[src/rtl/oam_dma_arbiter.sv]
// ---------------------------------------------------------------------------
// oam_dma_arbiter
//
// Sprite-DMA bus master and CPU/DMA bus arbiter. This block sits between the
// CPU core and the system bus decoder. When the CPU writes page P to the
// trigger register, the block takes the bus, copies LEN bytes from
// {P, 8'h00}.. to the fixed destination DST_ADDR, and then returns the bus
// to the CPU. While the copy runs, cpu_rdy_o is held low so that the CPU
// sequencer is frozen.
//
// Ports
//   clk_i         system clock
//   reset_i       synchronous, active-high reset
//   cpu_addr_i    CPU address
//   cpu_dout_i    CPU write data
//   cpu_we_i      CPU write enable
//   cpu_rdy_o     to CPU bus_rdy; low freezes the CPU sequencer
//   bus_addr_o    address driven onto the system bus
//   bus_dout_o    write data driven onto the system bus
//   bus_we_o      write enable driven onto the system bus
//   bus_din_i     read data returned by the system bus
//   dma_active_o  high whenever the DMA engine owns the bus
// ---------------------------------------------------------------------------
module oam_dma_arbiter #(
    parameter logic [15:0] REG_ADDR = 16'h4014,
    parameter logic [15:0] DST_ADDR = 16'h2004,
    parameter int unsigned LEN      = 256
) (
    input  logic        clk_i,
    input  logic        reset_i,
    input  logic [15:0] cpu_addr_i,
    input  logic [7:0]  cpu_dout_i,
    input  logic        cpu_we_i,
    output logic        cpu_rdy_o,
    output logic [15:0] bus_addr_o,
    output logic [7:0]  bus_dout_o,
    output logic        bus_we_o,
    input  logic [7:0]  bus_din_i,
    output logic        dma_active_o
);

    typedef enum logic [2:0] {
        IDLE,
        HALT,
        ALIGN,
        READ,
        WRITE
    } state_e;

    // idx is only 8 bits wide, so LEN=256 ends on idx 8'hFF.
    localparam logic [7:0] LAST_IDX = 8'(LEN - 1);

    state_e     state_q, state_d;
    logic [7:0] idx_q, idx_d;
    logic [7:0] page_q, page_d;
    logic [7:0] dataLatch_q, dataLatch_d;
    logic       cycOdd_q;

    logic       trigger;

    assign trigger = cpu_we_i && (cpu_addr_i == REG_ADDR);

    // The CPU handshake depends only on the state register. A bus_rdy with
    // no input path cannot form a combinational loop through the CPU core.
    assign cpu_rdy_o    = (state_q == IDLE);
    assign dma_active_o = (state_q != IDLE);

    always_ff @(posedge clk_i) begin
        if (reset_i) begin
            state_q     <= IDLE;
            idx_q       <= 8'h00;
            page_q      <= 8'h00;
            dataLatch_q <= 8'h00;
            cycOdd_q    <= 1'b0;
        end else begin
            state_q     <= state_d;
            idx_q       <= idx_d;
            page_q      <= page_d;
            dataLatch_q <= dataLatch_d;
            cycOdd_q    <= ~cycOdd_q;
        end
    end

    always_comb begin
        state_d     = state_q;
        idx_d       = idx_q;
        page_d      = page_q;
        dataLatch_d = dataLatch_q;

        bus_addr_o  = cpu_addr_i;
        bus_dout_o  = 8'h00;
        bus_we_o    = 1'b0;

        unique case (state_q)
            IDLE: begin
                bus_dout_o = cpu_dout_i;
                bus_we_o   = cpu_we_i;
                if (trigger) begin
                    page_d  = cpu_dout_i;
                    idx_d   = 8'h00;
                    state_d = HALT;
                end
            end

            // HALT and ALIGN keep cpu_addr on the bus, but they block any
            // write. A CPU frozen on a write cycle then re-issues that write
            // after it resumes. The optional ALIGN cycle makes every READ
            // land on an even cycle.
            HALT: begin
                state_d = cycOdd_q ? READ : ALIGN;
            end

            ALIGN: begin
                state_d = READ;
            end

            READ: begin
                bus_addr_o  = {page_q, idx_q};
                dataLatch_d = bus_din_i;
                state_d     = WRITE;
            end

            WRITE: begin
                bus_addr_o = DST_ADDR;
                bus_dout_o = dataLatch_q;
                bus_we_o   = 1'b1;
                if (idx_q == LAST_IDX) begin
                    idx_d   = 8'h00;
                    state_d = IDLE;
                end else begin
                    idx_d   = idx_q + 8'h01;
                    state_d = READ;
                end
            end

            default: begin
                state_d = IDLE;
            end
        endcase
    end

endmodule

[config.mk]
export PLATFORM = sky130hd
export DESIGN_NAME = oam_dma_arbiter
export DESIGN_NICKNAME = d
export VERILOG_FILES = /design/src/rtl/oam_dma_arbiter.sv
export SDC_FILE = /design/constraint.sdc
export NUM_CORES = 1
export LEC_CHECK = 0
export CORE_MARGIN = 4
export CORE_UTILIZATION = 47
export DETAILED_ROUTE_END_ITERATION = 10
export HOLD_SLACK_MARGIN = 0.03
export PLACE_DENSITY = 0.95
export SLEW_MARGIN = 30
export SYNTH_ARGS = -nofsm -noshare
export SYNTH_HDL_FRONTEND = slang
export SYNTH_SLANG_ARGS = --single-unit
[constraint.sdc]
create_clock -name clk_i -period 3.1 [get_ports clk_i]
set_input_delay 0.93 -clock clk_i [delete_from_list [all_inputs] [get_ports clk_i]]
set_output_delay 0.93 -clock clk_i [all_outputs]
set_load 0.02 [all_outputs]
After elaboration in Yosys (flattened, before gate mapping)
Cells that the tools add are included.
{"block": "word_totals", "output_inout_bits": 27, "in_bits": 35, "elab_cells": 30, "reg_bits": 28}
{"block": "op_classes", "reduce_logical": 6, "n_addsub": 1, "muxes": 10, "n_eq_ne": 7, "bitwise": 1}
{"cell": "case mux 16 bit (2 select lines)", "count": 1}
{"cell": "case mux 8 bit (2 select lines)", "count": 2}
{"cell": "equality test 16 x 15 -> 1 bit, second input constant", "count": 1}
{"cell": "two-way mux 8 bit", "count": 2}
{"cell": "case mux 3 bit (5 select lines)", "count": 1}
{"cell": "adder 8 x 1 -> 8 bit, second input constant", "count": 1}
{"cell": "equality test 8 bit, second input constant", "count": 1}
{"cell": "equality test 3 x 2 -> 1 bit, second input constant", "count": 2}
{"cell": "AND reduction 2 bit", "count": 2}
{"cell": "equality test 3 x 1 -> 1 bit, second input constant", "count": 1}
{"cell": "equality test 3 bit, second input constant", "count": 1}
{"cell": "logical NOT 3 bit", "count": 1}
{"cell": "two-way mux 3 bit", "count": 1}
{"cell": "nonzero test 3 bit", "count": 1}
{"cell": "two-way mux 2 bit", "count": 1}
{"cell": "!= test 2 bit, second input constant", "count": 1}
{"cell": "case mux 1 bit (2 select lines)", "count": 1}
{"cell": "nonzero test 2 bit", "count": 1}
{"cell": "logical AND 1 bit", "count": 1}
{"cell": "two-way mux 1 bit", "count": 1}
{"cell": "inverter 1 bit", "count": 1}

Depth between registers and ports, before layout
{"block": "depth", "depth_word": 4, "ltp_mapped": 6, "mapped_depth_nobuf": 5}

Worst setup path after synthesis
No wires, ideal clock.
{"block": "synth_path", "kind": "reg2out", "start": "reg state_q[2]", "end": "out bus_addr_o[0]", "stages_incl_launch_ff": 6, "path_buffers": 2, "slack_ns": 0.784, "required_time_ns": 2.170, "arrival_time_ns": 1.386, "path_cell_list": "dfxtp_1 -> buf_4 -> nor3b_2 -> nor2_1 -> clkbuf_1 -> a22o_1"}
{"block": "synth_via", "elab_chain_cells": 2, "elab_cells_between_ends": 3, "classes_between": "eq/ne: 2; mux: 1"}
{"element": "start, declared", "line_no": "53", "text": "state_e state_q, state_d;"}
{"element": "start signal, assigned", "line_no": "76", "text": "state_q <= state_d;"}
{"element": "equality test 3 bit or equality test 3 x 2 -> 1 bit (tied branches)", "line_no": "94", "text": "unique case (state_q)"}
{"element": "case mux 16 bit (2 select lines) (*)", "line_no": "94"}
{"element": "end, declared", "line_no": "35", "text": "output logic [15:0] bus_addr_o,"}
Mark *: on every way between the ends. The rest lies on a longest branch, timed or not.

Worst setup path in the final report
{"block": "layout_path", "start": "in cpu_addr_i[12]", "end": "out bus_addr_o[12]"}
{"block": "layout_via", "elab_chain_cells": 1}
{"element": "start, declared", "line_no": "31", "text": "input logic [15:0] cpu_addr_i,"}
{"element": "case mux 16 bit (2 select lines)", "line_no": "94"}
No other way between the ends.

==> metrics.txt <==
Root Driver=clkbuf_4; unrepaired setup endpoints after global routing=no; Post-Syn Nets=234; number of buffers added on ports=61; PwrDens=368 nW/um^2; WHS=0.449 ns; flops & latches, synth=28; DP Area=2430 um^2; total CTS buffers=3; Hold WC Path Type=flop to flop; final wirelength=5060 um; worst hold start=cycOdd_q; Primary FF master, synth=dfxtp_1; r2r endpoint=idx_q[7]; gpl congestion=0.906; Vias/cell=5.78; HPWL after DPL=3790 um; initial core utilization=48.4%; DR pass1 iterations=4; Pleak=1.03 nW; I/O pins=62; CP Class=input pin to primary output; worst hold path depth=1; Tmin final=3.07 ns; CTS H-tree lvls=1; Clock Skews=0.00170 ns; final hold vios=0; Worst-Skew Late Latency=0.32 ns; worst r2r src=state_q[2]; clk buf depth=2; Final Cell Area=2480 um^2; fmax=326 MHz; vias in the first global route=1801; largest net degree at the start of global routing=23; Post-CTS Hold Buffers=0; DR iter-0 viols=155; Worst Hold Path EP=cycOdd_q; R2R cell count=5; Avg Cell Area, Syn=8.16 um^2; Die ar.=4440 um^2; vias=1860; Setup violations, final=0; r2r setup slk=1.30 ns; yosys warns=0; Antenna Cells=0; Rows=21; critical path launch point type=input pin; # clock sinks=28; first-pass GRT wire length=8170 um; Tot GR Track Use=23.6%; DRC violations left=0; fraction of registers with async set/reset=0%; die height=66.6 um; period utilization=99.1%; Yosys cell types=46; Routed Antenna Nets=0; fin. max-slew vios=0; Worst Path Arrival=2.14 ns; Rel. slew slack=62.7%; share of layout cells above drive strength 1=15.9%; CP Max Fanout=2; post-synthesis sequential area ratio=34.7%; Cells after Synth=198; CTS tree=done; Synth Cell Area=1620 um^2; Cell Count, Final, Fillers Out=322; maximum vdd drop=0.000270 V; Placed Cells incl. Taps=319; clk slew on worst S/H paths=0.14 ns; max cap viols=0; Least-Margin Pin Slew=0.558 ns; status=finished clean; Wirelength per Cell=15.7 um; die width=66.6 um; total global routing overflow=0; area grow syn2layout=53.7%; setup TNS=0 ns; nets@finish=314; fillers=251; EDFF count, synth=0; initial antenna violation count=0; critical path endpoint category=primary output; postcts setup bufs=0; core footprint=3340 um^2; Worst Path Required=2.17 ns
-- where the power goes --
group	total, mW	switching (mW)	leakage [nW]	internal, mW
Clock	0.150	0.104	0.0138	0.0456
Combinational	0.384	0.213	0.792	0.170
Sequential	0.381	0.0113	0.227	0.369
Total	0.915	0.329	1.03	0.586
-- flip-flops by register name (all words and copies together), names as in the netlist --
| register | count |
|---|---|
| dataLatch_q | 8 |
| idx_q | 8 |
| page_q | 8 |
| state_q | 3 |
| cycOdd_q | 1 |
-- per-layer routing --
layer,GRT usage [%],wire (um),share of wire (%),up-vias
li1,-,-,-,900
met1,28.5,2030,40,864
met2,42.2,2510,50,86
met3,3.71,404,8.0,10
met4,7.87,119,2.4,0
met5,0,0,0,-
-- cell usage after synthesis (all sizes together), types with 2 or more instances --
library cell / n / area (um^2)
a311oi: 3 / 32.5
a211oi: 2 / 15.0
nand3: 3 / 15.0
nor4bb: 2 / 20.0
inv: 5 / 18.8
o31a: 2 / 18.8
nand4: 10 / 62.6
buf: 5 / 35.0
nand2: 23 / 86.3
o22a: 2 / 17.5
nor3: 2 / 10.0
nor2: 24 / 92.6
o31ai: 9 / 81.3
a21oi: 21 / 105
dfxtp: 28 / 561
or2: 2 / 15.0
nor4b: 2 / 17.5
mux2i: 8 / 80.1
a22o: 14 / 123
clkbuf: 9 / 33.8
nor4: 2 / 18.8
o21ai: 4 / 20.0
nand2b: 2 / 12.5
or3b: 2 / 17.5
-- worst max path at each step --
stage / from / end / slack, ns / depth (start not counted)
2_1_floorplan: state_q[2] / bus_addr_o[0] / 0.78 / 5
3_3_place_gp: cpu_dout_i[7] / bus_dout_o[7] / -0.02 / 4
3_5_place_dp: cpu_dout_i[2] / bus_dout_o[2] / -0.03 / 4
4_1_cts: cpu_addr_i[7] / bus_addr_o[7] / 0.0002 / 3
5_1_grt: cpu_addr_i[12] / bus_addr_o[12] / 0.004 / 3
6_report: cpu_addr_i[12] / bus_addr_o[12] / 0.03 / 3
-- repair_timing --
item	in CTS	in global routing
gates cloned	0	0
endpoints found under the setup margin	26	12
resized for setup	19	13
-- final cells by class --
type | count | area, um^2 | share of cell area [%]
multi-input combinational | 151 | 983 | 39.6
timing repair buffer | 89 | 840 | 33.8
sequential | 28 | 563 | 22.7
tap | 46 | 57.6 | 2.32
clock buffer | 3 | 22.5 | 0.906
inverter | 5 | 18.8 | 0.755
-- critical path, stage by stage --
cell and delay, ns:
clkdlybuf4s50_1 0.48, a22o_1 0.13, clkdlybuf4s50_1 0.59
-- logic make-up after synthesis --
| group | share of synthesized area, % |
|---|---|
| simple gates | 25.0 |
| compound gates | 28.6 |
| flops | 34.7 |
| buf+inv | 5.42 |
| mux | 4.95 |
| xor+xnor | 0.542 |
| fa+ha+maj | 0.774 |
-- cells in the final DEF, fill, tap and decap left out, types with 2 or more instances in the layout --
cell type / netlist / final
dlygate4sd2_1: 0 / 13
a311oi_1: 2 / 2
nand3_1: 3 / 3
nand2_1: 23 / 23
nor3_1: 2 / 2
buf_6: 1 / 2
buf_4: 2 / 26
nand4_1: 10 / 10
nand2b_1: 2 / 2
o31ai_1: 8 / 8
nor2_4: 0 / 2
nor2_1: 23 / 21
a22o_1: 14 / 14
nor4b_1: 2 / 2
inv_1: 4 / 4
mux2i_1: 8 / 8
clkdlybuf4s50_1: 0 / 37
dfxtp_2: 0 / 2
or3b_1: 2 / 2
o22a_1: 2 / 2
o21ai_0: 4 / 4
clkbuf_4: 0 / 3
dlymetal6s2s_1: 0 / 11
a21oi_1: 21 / 21
a211oi_1: 2 / 2
nor4bb_1: 2 / 2
dfxtp_1: 28 / 26
-- per-stage QoR --
| stage | total power [mW] | util [%] | setup WS [ns] |
|---|---|---|---|
| global placement | 0.784 | 72.7 | -0.0219 |
| detailed placement | 0.793 | 72.7 | -0.0295 |
| global route | 0.956 | 74.5 | 0.00380 |
| floorplan | 0.579 | - | 0.784 |
| CTS | 0.914 | 73.6 | 0.000166 |
| finish | 0.915 | 74.5 | 0.0288 |
No activity file was read; power rests on OpenSTA's default activity.
